--- src/rtl/sgf_round_norm.sv ---
// ============================================================================
// Module   : sgf_round_norm
// Brief    : Two-stage normalize/round of a 2*SW-bit significand product in [1,4)
// Revision : 1.0 - initial release
// ============================================================================
`default_nettype none

module sgf_round_norm #(
    parameter int SW = 24
) (
    input  logic            clk,
    input  logic            rst,
    input  logic            valid_i,
    output logic            ready_o,
    input  logic [2*SW-1:0] sgf_result_i,
    input  logic            sign_i,
    input  logic [1:0]      rmode_i,
    output logic            valid_o,
    input  logic            ready_i,
    output logic [SW-1:0]   sgf_o,
    output logic [1:0]      exp_adj_o,
    output logic            inexact_o,
    output logic            zero_o
);

    localparam logic [1:0] c_RM_RNE  = 2'b00;
    localparam logic [1:0] c_RM_RTZ  = 2'b01;
    localparam logic [1:0] c_RM_PINF = 2'b10;
    localparam logic [1:0] c_RM_NINF = 2'b11;

    // Stage 1 state
    logic          r_v1;
    logic [SW-1:0] r_m1;
    logic          r_n1;
    logic          r_g1;
    logic          r_s1;
    logic          r_l1;
    logic          r_sign1;
    logic [1:0]    r_rmode1;
    logic          r_z1;

    // Stage 2 (output) state
    logic          r_v2;
    logic [SW-1:0] r_sgf2;
    logic [1:0]    r_adj2;
    logic          r_inx2;
    logic          r_zero2;

    logic          w_adv2;
    logic          w_ready;
    logic          w_n;
    logic [SW-1:0] w_m;
    logic          w_g;
    logic          w_s;
    logic          w_z;
    logic          w_inc;
    logic [SW:0]   w_r;
    logic [SW-1:0] w_sgf;
    logic [1:0]    w_adj;
    logic          w_inx;

    assign w_adv2  = ~r_v2 | ready_i;
    assign w_ready = ~r_v1 | w_adv2;
    assign ready_o = w_ready;
    assign valid_o = r_v2;

    // Only a single-bit normalization: products below 1.0 are taken as-is.
    always_comb begin
        w_n = sgf_result_i[2*SW-1];
        w_z = (sgf_result_i == '0);
        if (w_n) begin
            w_m = sgf_result_i[2*SW-1:SW];
            w_g = sgf_result_i[SW-1];
            w_s = |sgf_result_i[SW-2:0];
        end else begin
            w_m = sgf_result_i[2*SW-2:SW-1];
            w_g = sgf_result_i[SW-2];
            w_s = |sgf_result_i[SW-3:0];
        end
    end

    always_comb begin
        w_inc = 1'b0;
        case (r_rmode1)
            c_RM_RNE:  w_inc = r_g1 & (r_l1 | r_s1);
            c_RM_RTZ:  w_inc = 1'b0;
            c_RM_PINF: w_inc = (r_g1 | r_s1) & ~r_sign1;
            c_RM_NINF: w_inc = (r_g1 | r_s1) & r_sign1;
            default:   w_inc = 1'b0;
        endcase
        w_r   = {1'b0, r_m1} + {{SW{1'b0}}, w_inc};
        w_inx = r_g1 | r_s1;
        if (r_z1) begin
            w_sgf = '0;
            w_adj = 2'd0;
            w_inx = 1'b0;
        end else if (w_r[SW]) begin
            // Carry-out leaves exactly 10.00..0; renormalize by one.
            w_sgf = {1'b1, {(SW-1){1'b0}}};
            w_adj = {1'b0, r_n1} + 2'd1;
        end else begin
            w_sgf = w_r[SW-1:0];
            w_adj = {1'b0, r_n1};
        end
    end

    always_ff @(posedge clk) begin
        if (rst) begin
            r_v1     <= 1'b0;
            r_m1     <= '0;
            r_n1     <= 1'b0;
            r_g1     <= 1'b0;
            r_s1     <= 1'b0;
            r_l1     <= 1'b0;
            r_sign1  <= 1'b0;
            r_rmode1 <= 2'b00;
            r_z1     <= 1'b0;
        end else if (w_ready) begin
            r_v1 <= valid_i;
            if (valid_i) begin
                r_m1     <= w_m;
                r_n1     <= w_n;
                r_g1     <= w_g;
                r_s1     <= w_s;
                r_l1     <= w_m[0];
                r_sign1  <= sign_i;
                r_rmode1 <= rmode_i;
                r_z1     <= w_z;
            end
        end
    end

    always_ff @(posedge clk) begin
        if (rst) begin
            r_v2    <= 1'b0;
            r_sgf2  <= '0;
            r_adj2  <= 2'd0;
            r_inx2  <= 1'b0;
            r_zero2 <= 1'b0;
        end else if (w_adv2) begin
            r_v2 <= r_v1;
            if (r_v1) begin
                r_sgf2  <= w_sgf;
                r_adj2  <= w_adj;
                r_inx2  <= w_inx;
                r_zero2 <= r_z1;
            end
        end
    end

    assign sgf_o     = r_sgf2;
    assign exp_adj_o = r_adj2;
    assign inexact_o = r_inx2;
    assign zero_o    = r_zero2;

endmodule

`default_nettype wire

--- config.mk ---
export PLATFORM = sky130hd
export DESIGN_NAME = sgf_round_norm
export DESIGN_NICKNAME = d
export VERILOG_FILES = /design/src/rtl/sgf_round_norm.sv
export SDC_FILE = /design/constraint.sdc
export NUM_CORES = 1
export LEC_CHECK = 0
export CORE_MARGIN = 2
export CORE_UTILIZATION = 68
export DETAILED_ROUTE_END_ITERATION = 10
export DONT_BUFFER_PORTS = 1
export PLACE_DENSITY_LB_ADDON = 0.05
export SYNTH_ARGS = -nofsm -noshare
export SYNTH_HDL_FRONTEND = slang
export SYNTH_SLANG_ARGS = --single-unit
--- constraint.sdc ---
create_clock -name clk -period 7.66 [get_ports clk]
set_input_delay 0.383 -clock clk [delete_from_list [all_inputs] [get_ports clk]]
set_output_delay 0.383 -clock clk [all_outputs]
set_load 0.05 [all_outputs]
Yosys cells after proc, flatten, opt, wreduce, memory -nomap -nowiden. Index checks and enable logic that the tools add are counted. Widths: inputs -> output; s select.

Add/sub/neg operators: 2. Eq/ne operators: 3. Muxes and demuxes: 9. Bitwise gates (word level): 10. Reductions and logical operators: 6.

Operators by type and width (number): $mux 24 (3); $logic_not 48->1 (1); $add 24x1->25 (1); $reduce_or 23->1 (1); $reduce_or 22->1 (1); $eq 2x2->1 const B (2); $mux 2 (2); $or 1x1->1 (4); $pmux 1 s4 (1); $reduce_and 2->1 (2); $and 1x1->1 (3); $mux 1 (3); $not 1->1 (3); $add 1x1->2 const B (1); $eq 2x1->1 const B (1); $logic_not 2->1 (1).

Flip-flop bits (word level): 62. Bits of input ports: 55. Output and inout bits: 30. Logic and storage cells: 44.

Logic depth before layout (Yosys ltp). Gate-level depths: netlist of run 1.

Word-level depth: 6. Mapped depth: 11. Gate-level depth less buffers: 11.

Worst setup path after synthesis of run 1. No wires, ideal clock.

Kind: reg2reg. Start point: reg r_g1. End point: reg r_adj2[0], in the netlist exp_adj_o[0]. Setup time: 132 ps. Arrival time: 2276 ps. Data required time: 7528 ps. Setup slack: 5252 ps. Stages on the path, launching flop included: 12. Path buffers: 0. Period minus slack after synthesis: 2408 ps. Cells stage by stage: dfxtp_1 -> nor2b_1 -> o22ai_1 -> a221oi_1 -> ha_1 -> ha_1 -> nand3_2 -> nor2_1 -> and4_2 -> ha_1 -> nand3b_1 -> a21oi_1.

Longest elaborated chain between the ends: 6. Elaborated cells between the ends (all ways): 8. Classes of those cells: add/sub (1); mux (3); bitwise (4).

RTL lines: start, declared (line 35) `logic r_g1;`; start signal, assigned (line 123) `r_g1 <= w_g;`; $or 1x1->1 (line 87, 88); $and 1x1->1, on equally long branches (line 88, 87); $pmux 1 s4 (*) (line 84) `case (r_rmode1)`; $add 24x1->25 (*) (line 91) `w_r = {1'b0, r_m1} + {{SW{1'b0}}, w_inc};`; $mux 2 (*) (line 97) `end else if (w_r[SW]) begin`; $mux 2 (*) (line 93) `if (r_z1) begin`; end signal, assigned (line 144) `r_adj2 <= w_adj;`; end, declared (line 45) `logic [1:0] r_adj2;`.

Every way passes the cells marked *; elsewhere a longest branch is shown, timed or not. A chain may end at the register's enable or synchronous reset.

Worst setup path after layout of run 1.
Start point: reg r_g1. End point: reg r_sgf2[14], in the netlist sgf_o[14].

Longest elaborated chain between the ends: 6. Elaborated cells between the ends (all ways): 8. Classes of those cells: add/sub (1); mux (3); bitwise (4).

RTL lines: $or 1x1->1 (line 87, 88); $and 1x1->1, on equally long branches (line 88, 87); $pmux 1 s4 (*) (line 84); $add 24x1->25 (*) (line 91); $mux 24 (*) (line 97); $mux 24 (*) (line 93); end signal, assigned (line 143) `r_sgf2 <= w_sgf;`; end, declared (line 44) `logic [SW-1:0] r_sgf2;`.

Marked as above.

==> results.yml, run 1 <==
global_route:
  grt_pass1_wl_um: 10400
  groute.usage.overall_pct: 26.7
  grt_overflow: 0
  grt_max_degree: 65
  grt_antenna_before_repair: 0
  grt_pass1_vias: 2282
route:
  first_pass_iters: 4
  via_per_inst: 6.17
  postRouteAntennaNets: 0
  drc: 0
  routedWlPerCell_um: 16.0
  routed_wl_um: 6400
  drtIter0Drc: 174
  vias: 2466
critical_path:
  cp.arrival_ns: 2.95
  startpoint_type: "register"
  cp_top_family: "simple AND/OR/NAND/NOR gates"
  rr_startpoint: "r_g1"
  critPathSlowestCell: "nor2_1"
  crit_path_end_kind: "register"
  reg2reg_depth: 10
  r2r_setup_slack_ns: 4.93
  worst_ep_required_time_ns: 7.88
  cp_common_cell: "ha_1"
  crit_type: "register to register"
  crit_fanout: 12
  cp_cell_sequence: "nor2b_1 -> o22ai_1 -> a221oi_1 -> ha_1 -> ha_1 -> nand3_2 -> nor2_1 -> a41oi_2 -> nand3_1 -> a21oi_1"
  path_buf_inv: 0
  r2r-end: "sgf_o[14]"
  cp_slowest_stage_delay_ns: 0.43
clock_network:
  htree_levels: 3
  root_buffer: "clkbuf_8"
  cts_buffers: 9
  cts_tree: "done"
  post_cts_resized: 0
  post_cts_buffers: 0
  cts_buffer_depth: 2
  clk_pin_slew_ns: 0.07
  clk_latency_ns: 0.34
  numClockSinks: 61
  hold_buffers: 0
run:
  max-cap-violations: 0
power_and_ir_drop:
  switching_power_mw: 0.184
  ir_worst_vdd_mv: 0.151
  seqPwrFrac_pct: 50.0
  share_comb_of_total_power_pct: 7.3
  power_leakage_nw: 1.22
  p_int_mw: 0.560
  p_sw_share_pct: 24.7
  pwr-share-clk_pct: 42.7
  finalPower_mw: 0.744
  pwr_density_cell_mw_per_mm2: 230
timing:
  tns_ns: 0
  finalClockSkew_ns: 0.00556
  hold_viol_final: 0
  slew_violations: 0
  setup_violations: 0
  max_freq_mhz: 367
  fin_hold_ws_ns: 0.103
  worst_pin_slew_ns: 0.951
  rsz0062_at_grt: "false"
  relSlewSlack_pct: 36.4
  finalCritPeriodShare_pct: 35.6
  fin_crit_ns: 2.73
finish:
  areaGrowthSynthToFinish_pct: 6.63
  drive_gt1_share_pct: 8.05
  n_antenna_cell: 0
  finalNetCount: 401
min_path:
  min_path_type: "input pin to register"
  hold_path_startpoint: "rst"
  worst_hold_path.endpoint: "sgf_o[16]"
  hold_path_depth: 1
synth:
  syn_inst: 354
  synth.ff_latch_count: 61
  synth_warnings: 0
  synth_area_mm2: 0.00304
  yosys-top-cells-area: "dfxtp_1, mux2i_1, a211oi_1, nand2_1, nor2_1"
  syn-num-nets: 412
  synth_top_area_cell: "dfxtp_1"
  synth.top_cell.area_share_pct: 40.2
  avgSynthCellArea_um2: 8.59
  synth.distinct_cells: 39
  synth-seq-area-share_pct: 40.2
place:
  dp_hpwl_um: 4680
  port-buffer-count: 0
  place_congestion: 0.890
floorplanning:
  ios: 85
  core_area_mm2: 0.00432
  start_util_pct: 70.3
  die_h_um: 70.9
  die_w_um: 70.9
  die-area_mm2: 0.00502
  rows: 24
status:
  status: "finished clean"
cell families (layout without fill, tap and decap cells):
logic type,count (synthesis),count (layout),synth area share [%]
muxes,25,25,8.23
DFF,61,61,40.2
buffers and inverters,29,23,3.91
AOI/OAI and AO/OA,66,66,14.2
adders and majority gates,3,3,1.23
xor gates and xnor gates,21,21,6.05
and+or+nand+nor,149,149,26.2
synthesized netlist by cell type:
cell	n
a221oi_1	2
nor4_1	13
or3_4	1
a41o_2	1
nor2_1	38
ha_1	3
xnor2_1	5
o41ai_1	3
buf_2	2
and4_2	2
nand3_1	22
nor2_2	1
a211oi_1	25
nand4_2	1
nor2b_1	1
clkbuf_1	18
nand2b_1	1
o22ai_1	1
inv_1	6
a41oi_2	1
xor2_1	16
nor3_1	3
nor4_4	2
dfxtp_1	61
a21oi_1	23
buf_6	1
nand3_2	2
or3_1	2
a22oi_1	1
and4_1	1
nand2_1	39
mux2i_1	25
buf_1	2
o21ai_0	9
nand4_1	5
and2_1	2
and3_1	1
nand3b_1	11
nand4_4	1
layout make-up:
cell class	instances	area (um^2)
clock buffer	12	155
clock inverter	4	70.1
inverter	6	22.5
sequential	61	1220
multi-input combinational	264	1700
tap	52	65.1
timing repair buffer	1	7.51
fill	355	1080
per-layer routing:
metal / routed length, um / track usage, % / part of all wire [%] / up-vias
met1: 3000 / 36.4 / 47 / 1099
met4: 138 / 11.1 / 2.2 / 0
met5: 0 / 0 / 0 / -
li1: - / - / - / 1260
met3: 470 / 8.69 / 7.3 / 11
met2: 2780 / 39.3 / 44 / 96
power groups by stage:
stage,clock network [mW],registers [mW],logic [mW]
finish,0.318,0.372,0.0543
CTS,0.321,0.372,0.0546
floorplan,0,0.374,0.0533
global placement,0,0.378,0.0532
global route,0.336,0.375,0.0615
detailed placement,0,0.379,0.0542
cell usage in the layout, fill, tap and decap left out, types with 2 or more instances in the layout:
master,synthesis,layout
nor4_4,2,2
and4_2,2,2
inv_1,6,6
nor4_1,13,13
and2_1,2,2
nand4_1,5,5
nand3_2,2,2
xor2_1,16,16
or3_1,2,2
clkinv_2,0,2
nor3_1,3,3
a221oi_1,2,2
nand2_1,39,39
nand3b_1,11,11
bufinv_16,0,2
mux2i_1,25,25
a21oi_1,23,23
clkbuf_8,0,11
nand3_1,22,22
a211oi_1,25,25
o41ai_1,3,3
dfxtp_1,61,61
nor2_1,38,38
o21ai_0,9,9
xnor2_1,5,5
ha_1,3,3
state kept, by name, summed over array words and instances, names as in the netlist:
register and cells:
r_z1 1, r_m1 24, inexact_o 1, zero_o 1, sgf_o 24, r_s1 1, r_rmode1 2, r_v1 1
valid_o 1, r_g1 1, r_sign1 1, exp_adj_o 2, r_n1 1
worst max path at each step:
stage                     from  cells past startpoint            to  slack, ns
after floorplan           r_g1                     11  exp_adj_o[0]       5.25
after global placement    r_g1                     10     sgf_o[12]       5.06
after detailed placement  r_g1                     10      sgf_o[7]       5.00
after CTS                 r_g1                     10     sgf_o[14]       4.94
after global routing      r_g1                     10     sgf_o[13]       4.65
final                     r_g1                     10     sgf_o[14]       4.93
stage by stage:
| step | util (%) | area (um^2) | worst slack [ns] | std cells |
|---|---|---|---|---|
| 5_1_grt | 75.0 | 3240 | 4.65 | 400 |
| 3_3_place_gp | 69.8 | 3020 | 5.06 | 384 |
| 2_1_floorplan | - | 3040 | 5.25 | 354 |
| 3_5_place_dp | 69.8 | 3020 | 5.00 | 384 |
| 4_1_cts | 75.0 | 3240 | 4.94 | 400 |
| 6_report | 75.0 | 3240 | 4.93 | 400 |
Power figures use the tool's default switching activity.
==> inputs of run 2 (changes only) <==
CORE_UTILIZATION = 57   (was 68)
clock period = 2.2 ns   (was 7.66 ns; I/O delays follow)
==> run 2 against run 1 <==
  * The run now ends with setup timing left
  * Fmax grew 24%
  * Power grew to 3.7 times the previous value
  * Sequential share of layout area shrank 7.2 points
  * Register-to-register slack lost 4.9 ns
  * Clock power grew to 3.6 times the previous value
  * Clock skew grew 0.0025 ns
  * Sequential power grew to 3.5 times the previous value
  * Design area grew 24%
  * Global-route usage shrank 0.14 points
  * Hold slack lost 0.095 ns
  * Largest cell class unchanged
  * Largest power group unchanged
  * Highest routed layer unchanged
==> results.yml, run 2 (synthesized netlist as in run 1, its figures left out) <==
global_route:
  groute.usage.overall_pct: 26.6
  grt_pass1_wl_um: 12500
  grt_pass1_vias: 2620
  grt_antenna_before_repair: 0
  grt_overflow: 0
  grt_max_degree: 55
place:
  place_congestion: 0.876
  dp_hpwl_um: 4880
  port-buffer-count: 0
min_path:
  min_path_type: "input pin to register"
  hold_path_depth: 2
critical_path:
  crit_path_end_kind: "register"
  crit_type: "register to register"
  crit_fanout: 3
  critPathSlowestCell: "dfxtp_2"
  reg2reg_depth: 10
  cp_slowest_stage_delay_ns: 0.33
  cp.arrival_ns: 2.44
  worst_ep_required_time_ns: 2.44
  startpoint_type: "register"
  cp_cell_sequence: "nor2b_4 -> o22ai_2 -> a221oi_2 -> ha_2 -> buf_6 -> nand4_1 -> nor2_2 -> and4_4 -> xnor2_2 -> o41ai_2"
  r2r_setup_slack_ns: -0.0008
status:
  status: "finished, violations left"
  violations: "setup timing"
route:
  postRouteAntennaNets: 0
  drtIter0Drc: 163
  vias: 2748
  drc: 0
  routed_wl_um: 7940
  first_pass_iters: 4
  routedWlPerCell_um: 16.9
  via_per_inst: 5.86
timing:
  slew_violations: 0
  fin_ws_ns: -0.000786
  finalCritPeriodShare_pct: 100
  relSlewSlack_pct: 52.8
  hold_viol_final: 0
  max_freq_mhz: 454
  finalClockSkew_ns: 0.00806
  tns_ns: -0.000786
  rsz0062_at_grt: "true"
  fin_crit_ns: 2.20
  worst_pin_slew_ns: 0.708
  setup_violations: 1
floorplanning:
  ios: 85
  die_h_um: 77.0
  core_area_mm2: 0.00514
  die-area_mm2: 0.00593
  rows: 26
  die_w_um: 77.0
  start_util_pct: 59.2
clock_network:
  cts_buffers: 9
  clk_pin_slew_ns: 0.07
  clk_latency_ns: 0.34
  htree_levels: 3
  root_buffer: "clkbuf_8"
  cts_buffer_depth: 2
  cts_tree: "done"
  numClockSinks: 61
power_and_ir_drop:
  finalPower_mw: 2.73
  pwr_density_cell_mw_per_mm2: 679
  power_leakage_nw: 1.54
  ir_worst_vdd_mv: 0.444
finish:
  regArea_mm2: 0.00122
  multiInputGateArea_mm2: 0.00196
  final_common_cell: "dfxtp_1"
  final_cell_mix: "dfxtp_1, nand2_1, nor2_1, dlygate4sd3_1, a211oi_1"
  drive_gt1_share_pct: 21.8
  fill_cells: 363
  n_antenna_cell: 0
  areaGrowthSynthToFinish_pct: 32.3
  finalNetCount: 452
run:
  max-cap-violations: 0
-- run 2: cell types whose count changed in the layout (fill, tap and decap cells not counted), sizes merged --
cell         before  now
dlygate4sd3       0   30
buf               1   22
-- run 2: repair_timing --
item / 4_1_cts / 5_1_grt
hold endpoints to repair: 60 / 0
setup endpoints to repair: 15 / 27
gates resized for setup: 17 / 45
hold buffers: 31 / 0
pin swaps: 9 / 21
buffers inserted: 4 / 1
-- run 2: report_power, final --
part	switching [mW]	internal, mW
sequential	0.137	1.17
combinational	0.143	0.155
clock	0.434	0.696
total	0.713	2.02
-- run 2: final cells by class --
cell class / count / area share [%]
clock buffers: 12 / 3.86
clock inverters: 4 / 1.74
inverters: 6 / 0.560
multi-input cells: 264 / 48.8
flip-flops and latches: 61 / 30.5
well taps: 70 / 2.18
repair buffers: 52 / 12.4
-- run 2: metrics by stage --
stage	setup WS [ns]	util, %	cells	cell area [um^2]	hold WS, ns
2_1_floorplan	0.00692	-	354	3060	0.239
3_3_place_gp	-0.0246	61.6	417	3170	0.184
3_5_place_dp	-0.131	61.6	417	3170	0.186
4_1_cts	-0.0265	73.9	468	3800	0.0126
5_1_grt	-0.126	78.3	469	4020	0.0240
6_report	-0.000786	78.3	469	4020	0.00851
-- run 2: worst paths after layout --
path / from / to
hold reg to reg: r_s1 / r_s1
hold / removal: rst / sgf_o[22]
setup / recovery: r_g1 / sgf_o[11]
setup reg to reg: r_g1 / sgf_o[11]
-- run 2: metal layers --
metal / GRT usage [%] / up-vias / share of wire (%)
met4: 9.29 / 0 / 1.7
met2: 41.6 / 99 / 47
met5: 0 / - / 0
li1: - / 1359 / -
met3: 5.88 / 11 / 6.4
met1: 36.3 / 1279 / 45
-- run 2: critical path, delay by kind of cell (launching register included) --
family	cells	cell delay [ns]
flip-flops	1	0.33
XOR/XNOR	1	0.06
AND/OR/NAND/NOR	4	0.84
buffers and inverters	1	0.10
AO/OA/AOI/OAI	3	0.51
adder cells (fa/ha/maj)	1	0.25
